### src/rtl/pcie_datalink_pkg.sv
// pcie_datalink_pkg: DLLP type codes, flow-control body layout and RX decoder types
package pcie_datalink_pkg;
  localparam logic [7:0] DLLP_INITFC1_P   = 8'h40;
  localparam logic [7:0] DLLP_INITFC1_NP  = 8'h50;
  localparam logic [7:0] DLLP_INITFC1_CPL = 8'h60;
  localparam logic [7:0] DLLP_INITFC2_P   = 8'hC0;
  localparam logic [7:0] DLLP_INITFC2_NP  = 8'hD0;
  localparam logic [7:0] DLLP_INITFC2_CPL = 8'hE0;
  localparam logic [7:0] DLLP_UPDATEFC_P   = 8'h80;
  localparam logic [7:0] DLLP_UPDATEFC_NP  = 8'h90;
  localparam logic [7:0] DLLP_UPDATEFC_CPL = 8'hA0;
  localparam logic [15:0] CRC_POLY = 16'h100B;
  // Packed MSB-first, so byte0 (type/VC) lands in bits [7:0]
  typedef struct packed {
    logic [7:0] data_lo;
    logic [1:0] hdr_lo;
    logic [1:0] dscale;
    logic [3:0] data_hi;
    logic [1:0] hscale;
    logic [5:0] hdr_hi;
    logic [4:0] typ;
    logic [2:0] vc;
  } dllp_fc_t;
  typedef struct packed {
    logic [7:0]  hdr;
    logic [11:0] data;
  } fc_credit_t;
  typedef enum logic [1:0] {ST_BODY, ST_CRC, ST_DROP} fc_rx_state_e;
  typedef enum logic [1:0] {FC_NONE, FC_INIT1, FC_INIT2, FC_UPD} fc_kind_e;
  // Classifies the 5-bit type field (byte0[7:3]); the VC bits are matched separately
  function automatic fc_kind_e fc_kind(input logic [4:0] typ);
    case ({typ, 3'b000})
      DLLP_INITFC1_P, DLLP_INITFC1_NP, DLLP_INITFC1_CPL:    return FC_INIT1;
      DLLP_INITFC2_P, DLLP_INITFC2_NP, DLLP_INITFC2_CPL:    return FC_INIT2;
      DLLP_UPDATEFC_P, DLLP_UPDATEFC_NP, DLLP_UPDATEFC_CPL: return FC_UPD;
      default:                                              return FC_NONE;
    endcase
  endfunction
endpackage

### src/rtl/pcie_datalink_crc.sv
// pcie_datalink_crc: DLLP CRC-16 (poly 100Bh) over a 4-byte body, byte0 first, LSB first
module pcie_datalink_crc
  import pcie_datalink_pkg::*;
(
  input  logic [31:0] i_data,
  input  logic [15:0] i_crc,
  output logic [15:0] o_crc
);
  // Bit-serial LFSR unrolled over the 32 body bits
  always_comb begin
    o_crc = i_crc;
    for (int i = 0; i < 32; i++) o_crc = {o_crc[14:0], 1'b0} ^ ((o_crc[15] ^ i_data[i]) ? CRC_POLY : 16'h0);
  end
endmodule

### src/rtl/pcie_flow_ctrl_rx.sv
// pcie_flow_ctrl_rx: DLLP RX flow-control decoder recording link-partner credit limits for one VC
module pcie_flow_ctrl_rx
  import pcie_datalink_pkg::*;
#(
  parameter int         DATA_WIDTH = 32,
  parameter int         KEEP_WIDTH = DATA_WIDTH / 8,
  parameter int         USER_WIDTH = 3,
  parameter logic [2:0] VC_ID      = 3'd0
) (
  input  logic                  clk_i,
  input  logic                  rst_i,
  input  logic                  dl_down_i,
  input  logic [DATA_WIDTH-1:0] s_axis_tdata,
  input  logic [KEEP_WIDTH-1:0] s_axis_tkeep,
  input  logic                  s_axis_tvalid,
  input  logic                  s_axis_tlast,
  input  logic [USER_WIDTH-1:0] s_axis_tuser,
  output logic                  s_axis_tready,
  output logic                  fc1_values_stored_o,
  output logic                  fc2_values_stored_o,
  output logic [7:0]            p_hdr_o,
  output logic [7:0]            np_hdr_o,
  output logic [7:0]            cpl_hdr_o,
  output logic [11:0]           p_data_o,
  output logic [11:0]           np_data_o,
  output logic [11:0]           cpl_data_o,
  output logic                  crc_err_o,
  output logic                  fmt_err_o
);
  fc_rx_state_e r_state;
  logic [31:0]  r_body;
  logic [15:0]  r_crc, w_crc;
  fc_credit_t   r_cred [3];
  logic [2:0]   r_got, r_hinf, r_dinf, w_got_nxt;
  logic         r_fc1, r_fc2, r_crc_err, r_fmt_err, r_ready;
  dllp_fc_t     w_b;
  fc_kind_e     w_kind;
  logic [1:0]   w_idx;
  fc_credit_t   w_new;
  logic         w_end, w_match, w_commit, w_take_init, w_take_upd, w_set_fc2;
  logic         w_unused;
  assign w_unused = ^{s_axis_tkeep, s_axis_tuser, s_axis_tdata};
  pcie_datalink_crc u_crc (
    .i_data (s_axis_tdata[31:0]),
    .i_crc  ('1),
    .o_crc  (w_crc)
  );
  // Decode the latched body and decide what the closing CRC beat commits
  always_comb begin
    w_b         = dllp_fc_t'(r_body);
    w_kind      = fc_kind(w_b.typ);
    w_idx       = w_b.typ[2:1];
    w_new       = '{hdr: {w_b.hdr_hi, w_b.hdr_lo}, data: {w_b.data_hi, w_b.data_lo}};
    w_end       = s_axis_tvalid && s_axis_tlast && r_state == ST_CRC;
    w_match     = s_axis_tdata[15:0] == ~r_crc;
    w_commit    = w_end && w_match && w_b.vc == VC_ID;
    w_take_init = w_commit && (w_kind == FC_INIT1 || w_kind == FC_INIT2) && !r_got[w_idx];
    w_take_upd  = w_commit && w_kind == FC_UPD && r_fc2;
    w_got_nxt   = r_got | (w_take_init ? 3'(1) << w_idx : 3'b0);
    w_set_fc2   = w_commit && (w_kind == FC_INIT2 || w_kind == FC_UPD) && &w_got_nxt;
  end
  // Framing FSM, credit storage and status flags; dl_down overrides any same-cycle commit
  always_ff @(posedge clk_i or posedge rst_i) begin
    if (rst_i) begin
      r_state   <= ST_BODY;
      r_body    <= '0;
      r_crc     <= '0;
      r_cred    <= '{default: '0};
      r_got     <= '0;
      r_hinf    <= '0;
      r_dinf    <= '0;
      r_fc1     <= 1'b0;
      r_fc2     <= 1'b0;
      r_crc_err <= 1'b0;
      r_fmt_err <= 1'b0;
      r_ready   <= 1'b0;
    end else begin
      r_ready <= 1'b1;
      if (dl_down_i) begin
        r_state   <= ST_BODY;
        r_cred    <= '{default: '0};
        r_got     <= '0;
        r_hinf    <= '0;
        r_dinf    <= '0;
        r_fc1     <= 1'b0;
        r_fc2     <= 1'b0;
        r_crc_err <= 1'b0;
        r_fmt_err <= 1'b0;
      end else begin
        r_crc_err <= w_end && !w_match;
        r_fmt_err <= s_axis_tvalid && (r_state == ST_BODY ? s_axis_tlast : r_state == ST_CRC && !s_axis_tlast);
        if (s_axis_tvalid) r_state <= s_axis_tlast ? ST_BODY : (r_state == ST_BODY ? ST_CRC : ST_DROP);
        if (s_axis_tvalid && r_state == ST_BODY) begin
          r_body <= s_axis_tdata[31:0];
          r_crc  <= w_crc;
        end
        if (w_take_init) begin
          r_cred[w_idx] <= w_new;
          r_hinf[w_idx] <= w_new.hdr == '0;
          r_dinf[w_idx] <= w_new.data == '0;
        end
        if (w_take_upd && !r_hinf[w_idx]) r_cred[w_idx].hdr <= w_new.hdr;
        if (w_take_upd && !r_dinf[w_idx]) r_cred[w_idx].data <= w_new.data;
        r_got <= w_got_nxt;
        r_fc1 <= &w_got_nxt;
        if (w_set_fc2) r_fc2 <= 1'b1;
      end
    end
  end
  assign s_axis_tready       = r_ready;
  assign fc1_values_stored_o = r_fc1;
  assign fc2_values_stored_o = r_fc2;
  assign p_hdr_o             = r_cred[0].hdr;
  assign np_hdr_o            = r_cred[1].hdr;
  assign cpl_hdr_o           = r_cred[2].hdr;
  assign p_data_o            = r_cred[0].data;
  assign np_data_o           = r_cred[1].data;
  assign cpl_data_o          = r_cred[2].data;
  assign crc_err_o           = r_crc_err;
  assign fmt_err_o           = r_fmt_err;
endmodule

### config.mk
export PLATFORM = sky130hd
export DESIGN_NAME = pcie_flow_ctrl_rx
export DESIGN_NICKNAME = d
export VERILOG_FILES = /design/src/rtl/pcie_datalink_pkg.sv /design/src/rtl/pcie_datalink_crc.sv /design/src/rtl/pcie_flow_ctrl_rx.sv
export SDC_FILE = /design/constraint.sdc
export NUM_CORES = 1
export LEC_CHECK = 0
export ABC_AREA = 1
export BUFFER_PORTS_ARGS = -buffer_cell sky130_fd_sc_hd__buf_2
export CORE_MARGIN = 8
export CORE_UTILIZATION = 65
export CTS_BUF_LIST = sky130_fd_sc_hd__clkbuf_4
export CTS_CLUSTER_DIAMETER = 30
export DETAILED_ROUTE_END_ITERATION = 8
export GPL_TIMING_DRIVEN = 0
export PLACE_DENSITY = 0.95
export SLEW_MARGIN = 10
export SYNTH_ARGS = -nofsm -noshare
export SYNTH_HDL_FRONTEND = slang
export SYNTH_SLANG_ARGS = --single-unit
### constraint.sdc
create_clock -name clk_i -period 8.6 [get_ports clk_i]
set_input_delay 0.43 -clock clk_i [delete_from_list [all_inputs] [get_ports clk_i]]
set_output_delay 0.43 -clock clk_i [all_outputs]
set_load 0.02 [all_outputs]
==> impl_metrics.ini, run 1 <==
[outcome]
status = finished, final reports clean

[critical_path]
crit_slowest_cell = clkbuf_1
r2r_end = np_hdr_o[6]$_DFF_PP0_
arrival_ns = 3.29
crit_buf_inv = 2
crit_start = r_body[4]$_DFFE_PP0P_
rrSetupSlack_ns = 5.75
path_delay_family = compound AO/OA/AOI/OAI gates
crit_fanout = 10
cp-start-kind = flop
cp_slowest_stage_delay_ns = 0.51
path_cells = inv_1 -> o21bai_1 -> nor2_1 -> ha_1 -> o21ai_0 -> a221oi_2 -> nand3_1 -> nor2_1 -> clkbuf_1 -> o22ai_1 -> a21oi_1
r2r-start = r_body[4]$_DFFE_PP0P_
worstRegToRegCells = 11
path_common_cell = nor2_1
required_ns = 9.04
cp-end-kind = flop
worst-setup-path-type = reg -> reg

[power]
pwr_density_cell_mw_per_mm2 = 200
ir_worst_vdd_mv = 0.100
finalPower_mw = 1.76
leakagePower_nw = 4.77

[clock_network]
ctsHoldBuffers = 1
clockBufferDepth = 2
h-tree-depth = 4
cts_tree = done
cts_setup_buffers = 0
clk_pin_slew_ns = 0.10
cts_resized = 0
clock_latency_ns = 0.52
cts.sinks = 120
clockRootBuffer = clkbuf_4
numCtsBuffers = 17

[global_route]
grt_overflow = 0
grt_pass1_wl_um = 39400
grt_max_degree = 87
grt.total_usage_pct = 31.1
antenna_found_initial = 1
grt_pass1_vias = 7793

[layout]
syn_to_final_growth_pct = 13.3
drive_gt1_share_pct = 17.5
num-fill-cells = 960
fin_util_pct = 74.5
design_area_mm2 = 0.00883
layout.nets = 1263

[yosys]
synth-seq-cells = 120
yosys.cell_count.top_type = nand2_1
yosys-top-cells-area = dfrtp_1 (39%), nand2_1 (17%), o21ai_0 (6.2%), nand3_1 (6.0%), inv_1 (4.7%)
yosys_warnings = 0
avgSynthCellArea_um2 = 7.08
synthFlopType = dfrtp_1
synthTopCellsByCount = nand2_1 (344), dfrtp_1 (120), inv_1 (98), o21ai_0 (97), nand3_1 (94)
syn-cell-area_mm2 = 0.00779
synth-seq-area-share_pct = 38.5
netlist.area_leader.share_pct = 38.5
synth.distinct_cells = 38
synth_cells = 1100
synth_edf_count = 0
synthArstFlopShare_pct = 100
yosys.area.top_type = dfrtp_1
syn_nets = 1145

[placed_design]
place_area_mm2 = 0.00849
io_buffers = 97
dp_worst_setup_slack_ns = 5.92
dp_hpwl_um = 19000
place_congestion = 1.00

[sta]
finalSetupViolCount = 0
clock_skew_ns = 0.0166
tns_ns = 0
worst_pin_slew_ns = 0.816
timing.final.ws_setup_ns = 5.75
slew_violations = 0
period_share_pct = 33.1
fmax_mhz = 351
rsz0062_at_grt = no
hold_violations = 0
post-route-min-period_ns = 2.85
maxSlewHeadroom_pct = 45.4

[route]
drtIter0Drc = 1110
avgViaCountPerCell = 6.15
antenna_left = 0
drc = 0
via_count = 8484
finalWirelength_um = 24600
dr.pass1.iters = 8
wl_per_cell_um = 17.9

[floorplanning]
die_height_um = 125
rows = 40
core_mm2 = 0.0119
dieWidth_um = 125
die_area_mm2 = 0.0157
ios = 109
initial_core_util_pct = 65.7

[worst_hold_path]
worstHoldStart = s_axis_tlast
min_path_cells = 2
min_delay_worst_endpoint = fmt_err_o$_DFF_PP0_
hp-class = in -> reg

[job]
drv_cap = 0
-- cells in the final DEF, fill, tap and decap left out, types with 2 or more instances in the layout --
master	synthesis	layout
nand2_1	344	344
dfrtp_1	120	120
buf_2	9	106
inv_1	98	97
o21ai_0	97	97
nand3_1	94	94
a21oi_1	63	63
o22ai_1	55	55
nor2_1	32	32
clkbuf_1	30	30
nand2_2	28	28
clkbuf_4	0	19
xnor2_1	18	18
xor2_1	15	15
nand2_4	15	15
inv_2	13	13
nand3_2	12	12
nand4_1	10	10
nor4_1	7	7
clkinv_1	1	7
nor3_1	6	6
o21ai_1	5	5
bufinv_16	0	5
buf_4	4	4
or2_1	3	3
nand4_2	3	3
buf_6	2	2
nor3b_1	2	2
a22o_1	2	2
o21a_1	2	2
clkinv_2	0	2
-- flip-flops by register name, indices dropped and copies added (netlist names), 2 cells and up --
name,flops
r_body,28
r_got,3
np_data_o,12
np_hdr_o,8
cpl_data_o,12
cpl_hdr_o,8
p_hdr_o,8
p_data_o,12
r_hinf,3
r_dinf,3
r_crc,16
r_state,2
-- worst max path at each step --
stage	cells past startpoint	to
after floorplan	1	cpl_data_o[0]$_DFF_PP0_
after global placement	2	r_crc[6]$_DFFE_PP0P_
after detailed placement	11	np_hdr_o[7]$_DFF_PP0_
after CTS	11	np_hdr_o[7]$_DFF_PP0_
after global routing	11	np_data_o[11]$_DFF_PP0_
final	11	np_hdr_o[6]$_DFF_PP0_
-- worst register-to-register path, delay by kind of cell, from the launching register on --
family	cells	cell delay, ns
AOI/OAI and AO/OA	5	0.96
buffers and inverters	2	0.58
and+or+nand+nor	3	0.52
DFF	1	0.42
adders and majority gates	1	0.29
-- cells by family after synthesis --
kind of cell	Yosys count	synth area share, %
AO/OA/AOI/OAI	227	15.8
XOR/XNOR	33	3.71
adder cells (fa/ha/maj)	1	0.161
buffers and inverters	158	8.27
flip-flops	120	38.5
other	1	0.0481
AND/OR/NAND/NOR	560	33.4
-- cell type report --
cell class	instances	area, um^2	share of cell area [%]
Inverter	112	425	4.82
Clock buffer	19	143	1.61
Antenna cell	1	2.50	0.0283
Multi-Input combinational cell	822	4150	46.9
Sequential cell	120	3000	34.0
Clock inverter	13	183	2.07
Tap cell	147	184	2.08
Timing Repair Buffer	99	523	5.92
Buffer	46	224	2.54
-- routing by layer --
| metal | wire, um | vias up | global-route usage [%] |
|---|---|---|---|
| met1 | 9210 | 3862 | 36.5 |
| li1 | - | 3882 | - |
| met3 | 2700 | 137 | 7.48 |
| met4 | 1380 | 0 | 17.3 |
| met2 | 11300 | 603 | 51.6 |
| met5 | 0 | - | 0 |
-- stage by stage --
step / hold WS, ns / std cells
global placement: 0.470 / 1344
global route: 0.109 / 1379
floorplan: 0.447 / 1100
finish: 0.129 / 1379
detailed placement: 0.430 / 1345
CTS: 0.105 / 1378
-- report_power, final --
group	switching [mW]	leakage [nW]	internal [mW]	total, mW
combinational	0.408	2.99	0.199	0.607
clock	0.209	0.175	0.260	0.469
sequential	0.0636	1.60	0.623	0.687
No activity file was read; power rests on OpenSTA's default activity.
==> run 2: changes to the inputs <==
--- a/config.mk
+++ b/config.mk
@@ -8,12 +8,12 @@
 export ABC_AREA = 1
 export BUFFER_PORTS_ARGS = -buffer_cell sky130_fd_sc_hd__buf_2
 export CORE_MARGIN = 8
-export CORE_UTILIZATION = 65
+export CORE_UTILIZATION = 54
 export CTS_BUF_LIST = sky130_fd_sc_hd__clkbuf_4
 export CTS_CLUSTER_DIAMETER = 30
 export DETAILED_ROUTE_END_ITERATION = 8
 export GPL_TIMING_DRIVEN = 0
-export PLACE_DENSITY = 0.95
+export PLACE_DENSITY = 0.91
 export SLEW_MARGIN = 10
 export SYNTH_ARGS = -nofsm -noshare
 export SYNTH_HDL_FRONTEND = slang
==> constraint.sdc (replaced) <==
create_clock -name clk_i -period 2.5 [get_ports clk_i]
set_input_delay 0.125 -clock clk_i [delete_from_list [all_inputs] [get_ports clk_i]]
set_output_delay 0.125 -clock clk_i [all_outputs]
set_load 0.02 [all_outputs]
==> impl_metrics.ini, run 2 (synthesized netlist as in run 1, its figures left out) <==
[critical_path]
cp-start-kind = flop
cp_slowest_stage_delay_ns = 0.41
crit_start = r_state[1]$_DFFE_PP0P_
cp-end-kind = flop
crit_fanout = 10
arrival_ns = 2.99
required_ns = 2.97
path_cells = nor2_1 -> nand3_1 -> nor4_2 -> inv_1 -> nor2_1 -> buf_4 -> nand4_1 -> buf_2 -> a21oi_1
r2r-start = r_state[1]$_DFFE_PP0P_
path_common_cell = nor2_1
worst-setup-path-type = reg -> reg
crit_slowest_cell = dfrtp_1

[layout]
layout.nets = 1307
syn_to_final_growth_pct = 22.0
final_cell_mix = nand2_1 (343), dfrtp_1 (119), buf_2 (101), inv_1 (96), o21ai_0 (96)
top_register = r_body
diodes = 0
drive_gt1_share_pct = 20.3
fin_util_pct = 66.4
reg_top3 = r_body (28), r_crc (16)
largest_register_ffs = 28
final_common_cell = nand2_1
num-fill-cells = 1170

[global_route]
antenna_found_initial = 0
grt_max_degree = 40
grt_overflow = 0
grt.total_usage_pct = 28.2
grt_pass1_wl_um = 41200
grt_pass1_vias = 8185

[outcome]
violations = setup timing
status = finished, violations left

[sta]
period_share_pct = 101
timing.final.ws_setup_ns = -0.0255
finalSetupViolCount = 2
worst_pin_slew_ns = 0.589
tns_ns = -0.0263
fmax_mhz = 396
post-route-min-period_ns = 2.53
slew_violations = 0
rsz0062_at_grt = yes
maxSlewHeadroom_pct = 60.8
hold_violations = 0
clock_skew_ns = 0.0165

[placed_design]
place_congestion = 0.971
dp_hpwl_um = 19400
io_buffers = 97

[floorplanning]
die_height_um = 136
die_area_mm2 = 0.0185
rows = 44
initial_core_util_pct = 54.4
ios = 109
dieWidth_um = 136
core_mm2 = 0.0143

[clock_network]
cts.sinks = 120
clock_latency_ns = 0.55
clockRootBuffer = clkbuf_4
clockBufferDepth = 2
numCtsBuffers = 17
clk_pin_slew_ns = 0.11
h-tree-depth = 4
cts_tree = done

[power]
finalPower_mw = 6.20
leakagePower_nw = 5.02
ir_worst_vdd_mv = 0.271
pwr_density_cell_mw_per_mm2 = 652

[job]
drv_cap = 0

[route]
wl_per_cell_um = 18.3
antenna_left = 0
avgViaCountPerCell = 6.04
dr.pass1.iters = 6
finalWirelength_um = 26700
drtIter0Drc = 1235
via_count = 8810
drc = 0

[worst_hold_path]
worstHoldStart = s_axis_tdata[11]
hp-class = in -> reg
-- run 2: cell types whose count changed in the layout (fill, tap and decap cells not counted), sizes merged --
cell,delta
buf,+13
clkinv,-2
clkinvlp,+4
diode,-1
dlygate4sd3,+30
inv,-1
-- run 2: layer usage --
metal  up-vias  track usage (%)  wire length [um]
met3       146             5.73              2910
met4         0             14.6              1750
met2       648             45.7             12100
met5         -                0                 0
li1       3972                -                 -
met1      4044             34.9              9960
-- run 2: layout make-up --
| class | instances | area (um^2) | area share [%] |
|---|---|---|---|
| Buffer | 46 | 269 | 2.83 |
| Clock buffer | 18 | 135 | 1.42 |
| Clock inverter | 14 | 205 | 2.16 |
| Multi-Input combinational cell | 822 | 4250 | 44.7 |
| Tap cell | 184 | 230 | 2.42 |
| Sequential cell | 120 | 3000 | 31.6 |
| Timing Repair Buffer | 143 | 987 | 10.4 |
| Inverter | 112 | 427 | 4.49 |
-- run 2: timing repair --
action	in CTS	in global routing
endpoints found under the setup margin	61	63
pin swaps	1	6
endpoints found under the hold margin	112	0
cloned	0	4
buffers inserted	3	5
hold buffers	31	0
resized for setup	4	56
-- run 2: report_power, final --
group | leakage (nW) | switching [mW] | internal, mW | total (mW)
Sequential | 1.60 | 0.204 | 2.14 | 2.35
Clock | 0.175 | 0.752 | 0.894 | 1.65
Combinational | 3.25 | 1.45 | 0.749 | 2.20
Total | 5.02 | 2.41 | 3.79 | 6.20
-- run 2: final timing paths --
kind	slack (ns)	endpoint	cells after the start
max in group asynchronous	1.62	r_crc[4]$_DFFE_PP0P_	5
setup reg to reg	-0.03	p_data_o[3]$_DFF_PP0_	9
min in group asynchronous	0.11	fc2_values_stored_o$_DFFE_PP0P_	3
hold / removal	0.03	r_body[11]$_DFFE_PP0P_	3
hold reg to reg	0.51	r_dinf[1]$_DFFE_PP0P_	2
setup / recovery	-0.03	p_data_o[3]$_DFF_PP0_	9
-- run 2: critical path: cells and delay by family (launching register included) --
family	cells	cell delay, ns
buffers and inverters	3	0.63
flip-flops	1	0.41
AO/OA/AOI/OAI	1	0.21
AND/OR/NAND/NOR	5	1.20
-- run 2: through the flow --
| step | hold WS (ns) | instances | setup WS [ns] | instance area, um^2 |
|---|---|---|---|---|
| after floorplan | 0.191 | 1100 | 0.330 | 7800 |
| after global placement | 0.352 | 1381 | -0.145 | 8510 |
| after detailed placement | 0.136 | 1384 | -0.188 | 8570 |
| after CTS | 0.00318 | 1450 | 0.0283 | 9250 |
| after global routing | 0.0362 | 1459 | -0.104 | 9510 |
| final | 0.0332 | 1459 | -0.0255 | 9510 |
